`config.mk`:
```
export PLATFORM = sky130hd
export DESIGN_NAME = memory_arbiter_flat
export DESIGN_NICKNAME = d
export VERILOG_FILES = /design/src/rtl/memory_arbiter_if.sv /design/src/rtl/memory_arbiter.sv /design/src/flat_wrapper.sv
export SDC_FILE = /design/constraint.sdc
export NUM_CORES = 1
export LEC_CHECK = 0
export ABC_CLOCK_PERIOD_IN_PS = 2550
export CAP_MARGIN = 20
export CELL_PAD_IN_SITES_DETAIL_PLACEMENT = 1
export CELL_PAD_IN_SITES_GLOBAL_PLACEMENT = 1
export CORE_MARGIN = 8
export CORE_UTILIZATION = 11
export DETAILED_ROUTE_END_ITERATION = 7
export GPL_TIMING_DRIVEN = 0
export PLACE_DENSITY = 0.83
export SYNTH_ARGS = -nofsm -noshare
export SYNTH_HDL_FRONTEND = slang
export SYNTH_SLANG_ARGS = --single-unit
```
`constraint.sdc`:
```
create_clock -name CLK -period 2.55 [get_ports CLK]
set_input_delay 0.51 -clock CLK [delete_from_list [all_inputs] [get_ports CLK]]
set_output_delay 0.51 -clock CLK [all_outputs]
set_load 0.02 [all_outputs]
```
`src/rtl/memory_arbiter_if.sv`:
```
// memory_arbiter_if: bundles the instruction port, data port and RAM port
// signals that pass through the memory arbiter.
// The slave modport is the arbiter's view.
// The master modport is the surrounding environment's view (datapath plus RAM).
interface memory_arbiter_if #(
  parameter int ADDR_W = 32,
  parameter int DATA_W = 32
);
  logic              iREN;
  logic [ADDR_W-1:0] iaddr;
  logic              ihit;
  logic [DATA_W-1:0] iload;
  logic              dREN;
  logic              dWEN;
  logic [ADDR_W-1:0] daddr;
  logic [DATA_W-1:0] dstore;
  logic              dhit;
  logic [DATA_W-1:0] dload;
  logic              ramREN;
  logic              ramWEN;
  logic [ADDR_W-1:0] ramaddr;
  logic [DATA_W-1:0] ramstore;
  logic [DATA_W-1:0] ramload;
  logic [1:0]        ramstate;
  logic              ram_err;

  modport slave (
    input  iREN, iaddr, dREN, dWEN, daddr, dstore, ramload, ramstate,
    output ihit, iload, dhit, dload, ramREN, ramWEN, ramaddr, ramstore, ram_err
  );

  modport master (
    output iREN, iaddr, dREN, dWEN, daddr, dstore, ramload, ramstate,
    input  ihit, iload, dhit, dload, ramREN, ramWEN, ramaddr, ramstore, ram_err
  );
endinterface

```
`src/rtl/memory_arbiter.sv`:
```
// memory_arbiter: shares one RAM port between the instruction fetch port
// and the data port. A registered grant FSM (IDLE/IGNT/DGNT) runs one
// access at a time and waits on ramstate for the RAM to finish.
// Optional feature macro: MEMARB_FAIR_EN. When it is defined, a streak
// counter stops the data port from starving instruction fetch.
// When it is undefined, data requests always win in IDLE.
module memory_arbiter #(
  parameter int ADDR_W      = 32,
  parameter int DATA_W      = 32,
  parameter int DSTREAK_MAX = 4
) (
  input  logic CLK,
  input  logic nRST,
  memory_arbiter_if.slave bus
);

  typedef enum logic [1:0] {IDLE, IGNT, DGNT} state_t;

  localparam logic [1:0] RAM_ACCESS = 2'd2;
  localparam logic [1:0] RAM_ERROR  = 2'd3;

  if (DSTREAK_MAX < 1) begin : gBadCfg
    $error("memory_arbiter: DSTREAK_MAX must be at least 1");
  end

  state_t            state_q, state_d;
  logic              ramErr_q, ramErr_d;
  logic              dreq;
  logic              ramRen, ramWen, iHit, dHit;
  logic [ADDR_W-1:0] ramAddr;
  logic [DATA_W-1:0] ramStore, iLoad, dLoad;

`ifdef MEMARB_FAIR_EN
  localparam int StreakW = $clog2(DSTREAK_MAX + 1);
  localparam logic [StreakW-1:0] StreakMax = StreakW'(DSTREAK_MAX);
  logic [StreakW-1:0] streak_q, streak_d;
`endif

  // Next-state and output decode.
  // RAM controls follow the granted port combinationally.
  // An abort is checked before completion, so a dropped request never produces a hit.
  always_comb begin
    state_d  = state_q;
    ramErr_d = ramErr_q;
    ramRen   = 1'b0;
    ramWen   = 1'b0;
    ramAddr  = '0;
    ramStore = '0;
    iHit     = 1'b0;
    dHit     = 1'b0;
    iLoad    = '0;
    dLoad    = '0;
    dreq     = bus.dREN | bus.dWEN;
`ifdef MEMARB_FAIR_EN
    streak_d = streak_q;
`endif
    case (state_q)
      IDLE: begin
`ifdef MEMARB_FAIR_EN
        if ((streak_q == StreakMax) && bus.iREN) begin
          state_d  = IGNT;
          streak_d = '0;
        end else if (dreq) begin
          state_d = DGNT;
          if (bus.iREN) begin
            streak_d = (streak_q == StreakMax) ? streak_q : streak_q + 1'b1;
          end else begin
            streak_d = '0;
          end
        end else if (bus.iREN) begin
          state_d  = IGNT;
          streak_d = '0;
        end
`else
        if (dreq) begin
          state_d = DGNT;
        end else if (bus.iREN) begin
          state_d = IGNT;
        end
`endif
      end
      IGNT: begin
        ramRen  = bus.iREN;
        ramAddr = bus.iaddr;
        if (bus.ramstate == RAM_ERROR) begin
          ramErr_d = 1'b1;
        end
        if (!bus.iREN) begin
          state_d = IDLE;
        end else if (bus.ramstate == RAM_ACCESS) begin
          iHit    = 1'b1;
          iLoad   = bus.ramload;
          state_d = IDLE;
        end
      end
      DGNT: begin
        ramWen   = bus.dWEN;
        ramRen   = bus.dREN & ~bus.dWEN;
        ramAddr  = bus.daddr;
        ramStore = bus.dstore;
        if (bus.ramstate == RAM_ERROR) begin
          ramErr_d = 1'b1;
        end
        if (!dreq) begin
          state_d = IDLE;
        end else if (bus.ramstate == RAM_ACCESS) begin
          dHit    = 1'b1;
          dLoad   = bus.ramload;
          state_d = IDLE;
        end
      end
      default: begin
        state_d = IDLE;
      end
    endcase
  end

  // Grant state and sticky error flag.
  // Reset drops any grant at once, and every output decodes to zero in IDLE.
  always_ff @(posedge CLK or negedge nRST) begin
    if (!nRST) begin
      state_q  <= IDLE;
      ramErr_q <= 1'b0;
    end else begin
      state_q  <= state_d;
      ramErr_q <= ramErr_d;
    end
  end

`ifdef MEMARB_FAIR_EN
  // Count of consecutive data grants taken while instruction fetch was waiting.
  always_ff @(posedge CLK or negedge nRST) begin
    if (!nRST) begin
      streak_q <= '0;
    end else begin
      streak_q <= streak_d;
    end
  end
`endif

  assign bus.ramREN   = ramRen;
  assign bus.ramWEN   = ramWen;
  assign bus.ramaddr  = ramAddr;
  assign bus.ramstore = ramStore;
  assign bus.ihit     = iHit;
  assign bus.iload    = iLoad;
  assign bus.dhit     = dHit;
  assign bus.dload    = dLoad;
  assign bus.ram_err  = ramErr_q;

endmodule

```
`src/flat_wrapper.sv`:
```
// flat-port wrapper written by rule: the top's interface ports become plain ports
module memory_arbiter_flat 
#(
  parameter int ADDR_W      = 32,
  parameter int DATA_W      = 32,
  parameter int DSTREAK_MAX = 4
)
  (CLK, nRST, bus_iREN, bus_iaddr, bus_dREN, bus_dWEN, bus_daddr, bus_dstore, bus_ramload, bus_ramstate, bus_ihit, bus_iload, bus_dhit, bus_dload, bus_ramREN, bus_ramWEN, bus_ramaddr, bus_ramstore, bus_ram_err);
  memory_arbiter_if #(.ADDR_W(ADDR_W), .DATA_W(DATA_W)) bus_i ();
  input  logic CLK;
  input  logic nRST;
  input wire logic [$bits(bus_i.iREN)-1:0] bus_iREN;
  input wire logic [$bits(bus_i.iaddr)-1:0] bus_iaddr;
  input wire logic [$bits(bus_i.dREN)-1:0] bus_dREN;
  input wire logic [$bits(bus_i.dWEN)-1:0] bus_dWEN;
  input wire logic [$bits(bus_i.daddr)-1:0] bus_daddr;
  input wire logic [$bits(bus_i.dstore)-1:0] bus_dstore;
  input wire logic [$bits(bus_i.ramload)-1:0] bus_ramload;
  input wire logic [$bits(bus_i.ramstate)-1:0] bus_ramstate;
  output wire logic [$bits(bus_i.ihit)-1:0] bus_ihit;
  output wire logic [$bits(bus_i.iload)-1:0] bus_iload;
  output wire logic [$bits(bus_i.dhit)-1:0] bus_dhit;
  output wire logic [$bits(bus_i.dload)-1:0] bus_dload;
  output wire logic [$bits(bus_i.ramREN)-1:0] bus_ramREN;
  output wire logic [$bits(bus_i.ramWEN)-1:0] bus_ramWEN;
  output wire logic [$bits(bus_i.ramaddr)-1:0] bus_ramaddr;
  output wire logic [$bits(bus_i.ramstore)-1:0] bus_ramstore;
  output wire logic [$bits(bus_i.ram_err)-1:0] bus_ram_err;
  assign bus_i.iREN = bus_iREN;
  assign bus_i.iaddr = bus_iaddr;
  assign bus_i.dREN = bus_dREN;
  assign bus_i.dWEN = bus_dWEN;
  assign bus_i.daddr = bus_daddr;
  assign bus_i.dstore = bus_dstore;
  assign bus_i.ramload = bus_ramload;
  assign bus_i.ramstate = bus_ramstate;
  assign bus_ihit = bus_i.ihit;
  assign bus_iload = bus_i.iload;
  assign bus_dhit = bus_i.dhit;
  assign bus_dload = bus_i.dload;
  assign bus_ramREN = bus_i.ramREN;
  assign bus_ramWEN = bus_i.ramWEN;
  assign bus_ramaddr = bus_i.ramaddr;
  assign bus_ramstore = bus_i.ramstore;
  assign bus_ram_err = bus_i.ram_err;
  memory_arbiter #(.ADDR_W(ADDR_W), .DATA_W(DATA_W), .DSTREAK_MAX(DSTREAK_MAX)) u_core (.CLK(CLK), .nRST(nRST), .bus(bus_i));
endmodule
```
==> impl_metrics.csv <==
group,metric,value,unit
status,status,"completed",
logic_synthesis,yosys.area.top_type,"and2_1",
critical_path,arrival,1.96,ns
cells_and_area,fillers,1562,
placement,finalWeightedCongestion,0.810,
floorplanning,std_cell_rows,41,
global_route,grt_pass1_wl,16800,um
clocking,cts-root-buf,"clkbuf_16",
logic_synthesis,synthTopCellsByArea,"and2_1 (43%), a22oi_1 (17%), nor2b_1 (14%), dfrtp_1 (5.4%), ha_1 (3.6%)",
sta,max_freq,405,MHz
critical_path,worstSetupStartpointType,"primary input",
logic_synthesis,avgSynthCellArea,6.67,um2
critical_path,cpPeakStageDelay,0.51,ns
global_route,antenna_found_initial,0,
critical_path,worstPathRequired,2.04,ns
cells_and_area,drive_gt1_share,17.9,%
critical_path,crit_fanout,10,
detailed_routing,first_iter_violations,48,
logic_synthesis,ys_ff_latch,3,
placement,post-place-ws,-0.408,ns
detailed_routing,vias,2574,
logic_synthesis,synthesis.nets,346,
clocking,clk_pin_slew,0.03,ns
logic_synthesis,synth_cells,207,
sta,rsz0062_at_grt,"yes",
floorplanning,start_util,11.1,%
placement,placedInstanceArea,0.00427,mm2
sta,tightest_slew,0.407,ns
placement,hpwlAfterDp,10100,um
cells_and_area,regArea,76.3,um2
sta,final_hold_viol_count,0,
global_route,first_global_vias,2992,
pwr,leakagePower,0.00199,uW
clocking,clockBufferDepth,2,
floorplanning,die_x,128,um
detailed_routing,antenna_left,0,
run,drv_cap,0,
cells_and_area,area_growth,200,%
detailed_routing,routed_via_density,3.95,
sta,whs,0.462,ns
clocking,cts.sinks,3,
critical_path,endpoint_kind,"primary output",
global_route,grt_max_degree,11,
logic_synthesis,synth-seq-area-share,5.43,%
critical_path,crit_top_cell,"buf_4",
detailed_routing,routed_wl,11400,um
cells_and_area,final_design_area_no_fill,0.00414,mm2
logic_synthesis,synth_top_cells_by_count,"and2_1 (96), a22oi_1 (32), nor2b_1 (32), clkbuf_1 (9), buf_2 (7)",
worst_hold_path,hold_path_class,"register to register",
logic_synthesis,async_reset_ff_share,100,%
sta,clock_skew,0.000438,ns
cells_and_area,final_nets,620,
logic_synthesis,synth.most_common_cell,"and2_1",
sta,slew_viol_final,0,
pwr,peakVddDrop,260,uV
placement,portBuffers,267,
critical_path,path_delay_family,"buffers and inverters",
clocking,cts_tree,"yes",
sta,finalSetupViolCount,0,
detailed_routing,drc,0,
cells_and_area,multiInputGateArea,0.00124,mm2
floorplanning,die-area,0.0164,mm2
sta,fin_crit_sh,96.9,%
sta,period_minus_slack,2.47,ns
logic_synthesis,syn_area,0.00138,mm2
detailed_routing,dr.pass1.iters,4,
critical_path,worstSetupPathType,"primary input to primary output",
logic_synthesis,synth_edf_count,0,
logic_synthesis,synth_top_area_share,43.5,%
clocking,clock_latency,0.22,ns
global_route,grt_overflow,0,
pwr,p_per_area,587,mW/mm2
floorplanning,coreArea,0.0125,mm2
detailed_routing,detail_route.wl_per_cell,17.6,um
floorplanning,die_h,128,um
floorplanning,io_pins,268,
critical_path,critical_path_buf_inv_count,4,
clocking,cts_buffers,3,
sta,fin_ws,0.0792,ns
cells_and_area,n_antenna_cell,0,
critical_path,path_cells,"clkdlybuf4s50_1 -> nand2b_4 -> nor2_4 -> buf_4 -> buf_4 -> and2_1 -> clkdlybuf4s15_1",
clocking,htree_levels,1,
logic_synthesis,yosysWarnings,0,
critical_path,cp_slowest_cell,"clkdlybuf4s50_1",
sta,max_slew_margin,72.8,%
clocking,holdBufCountCts,0,
global_route,grt.total_usage,12.9,%
logic_synthesis,synth-main-ff-cell,"dfrtp_1",
logic_synthesis,synthDistinctLibCells,25,
## worst paths after layout
check | from | endpoint | slack, ns | cells after the start
min in group asynchronous | nRST | u_core.bus.ram_err | 0.48 | 1
max in group asynchronous | nRST | u_core.state_q[1] | 1.91 | 1
worst min register to register | u_core.bus.ram_err | u_core.bus.ram_err | 0.46 | 1
worst min-delay path | u_core.bus.ram_err | u_core.bus.ram_err | 0.46 | 1
worst max register to register | u_core.state_q[1] | u_core.state_q[0] | 0.90 | 6
worst max-delay path | bus_ramstate[0] | bus_dload[21] | 0.08 | 7
## power by group
part | internal, uW | switching (uW)
Sequential | 61.0 | 20.0
Combinational | 945 | 1160
Clock | 206 | 42.6
## logic make-up after synthesis
logic type / share of synthesized area (%)
adders and majority gates: 3.62
AOI/OAI and AO/OA: 21.6
buffers and inverters: 7.34
DFF: 5.43
and+or+nand+nor: 62.0
## state kept, by name, indices dropped and copies added, names as in the netlist
name / cells
u_core.state_q: 2
u_core.bus.ram_err: 1
## area by class of cell
cell class                      count  share of cell area [%]
Buffer                             20                    3.17
Clock buffer                        4                    1.90
Inverter                            3                   0.272
Multi-Input combinational cell    181                    29.9
Sequential cell                     3                    1.84
Tap cell                          172                    5.19
Timing Repair Buffer              269                    57.7
## per-layer routing
metal / track usage (%) / routed length (um) / vias to the layer above
met1: 12.9 / 4260 / 1181
met3: 5.07 / 1210 / 4
met5: 0 / 0 / -
met4: 2.17 / 65 / 0
li1: - / - / 1232
met2: 25.0 / 5920 / 157
## repair_timing
action,4_1_cts,5_1_grt
gates resized for setup,217,79
pin swaps,1,1
endpoints found under the setup margin,132,86
setup buffers,2,0
## placed cells by master, fill, tap and decap left out
cell and count:
buf_6 1, nor2_4 2, dlygate4sd2_1 73, and2_1 96, buf_4 9, dfrtp_2 1, inv_2 1, clkdlybuf4s15_2 8
ha_4 1, inv_1 2, o21ai_1 2, a21oi_1 1, clkbuf_1 1, or4b_1 1, nand3b_1 1, buf_2 15
clkbuf_16 3, dfrtp_1 2, and2_2 1, nand2_2 1, a22oi_1 32, a32o_1 1, nor2b_1 32, clkbuf_2 37
a31o_2 1, a21boi_0 1, nor2_1 2, clkbuf_4 3, nand2b_4 1, clkdlybuf4s15_1 11, ha_2 1, a22o_1 1
a221oi_1 1, clkdlybuf4s50_1 132, ha_1 2
## through the flow
| stage | TNS (ns) | utilization, % | power [uW] | instances |
|---|---|---|---|---|
| final | 0 | 33.2 | 2430 | 652 |
| after global routing | -0.0125 | 33.2 | 2610 | 652 |
| after CTS | -0.00104 | 34.7 | 2480 | 652 |
| after detailed placement | -29.44 | 34.2 | 2410 | 646 |
| after global placement | -25.86 | 34.2 | 2360 | 646 |
| after floorplan | 0 | - | 1230 | 207 |
No activity file was read; power rests on OpenSTA's default activity.
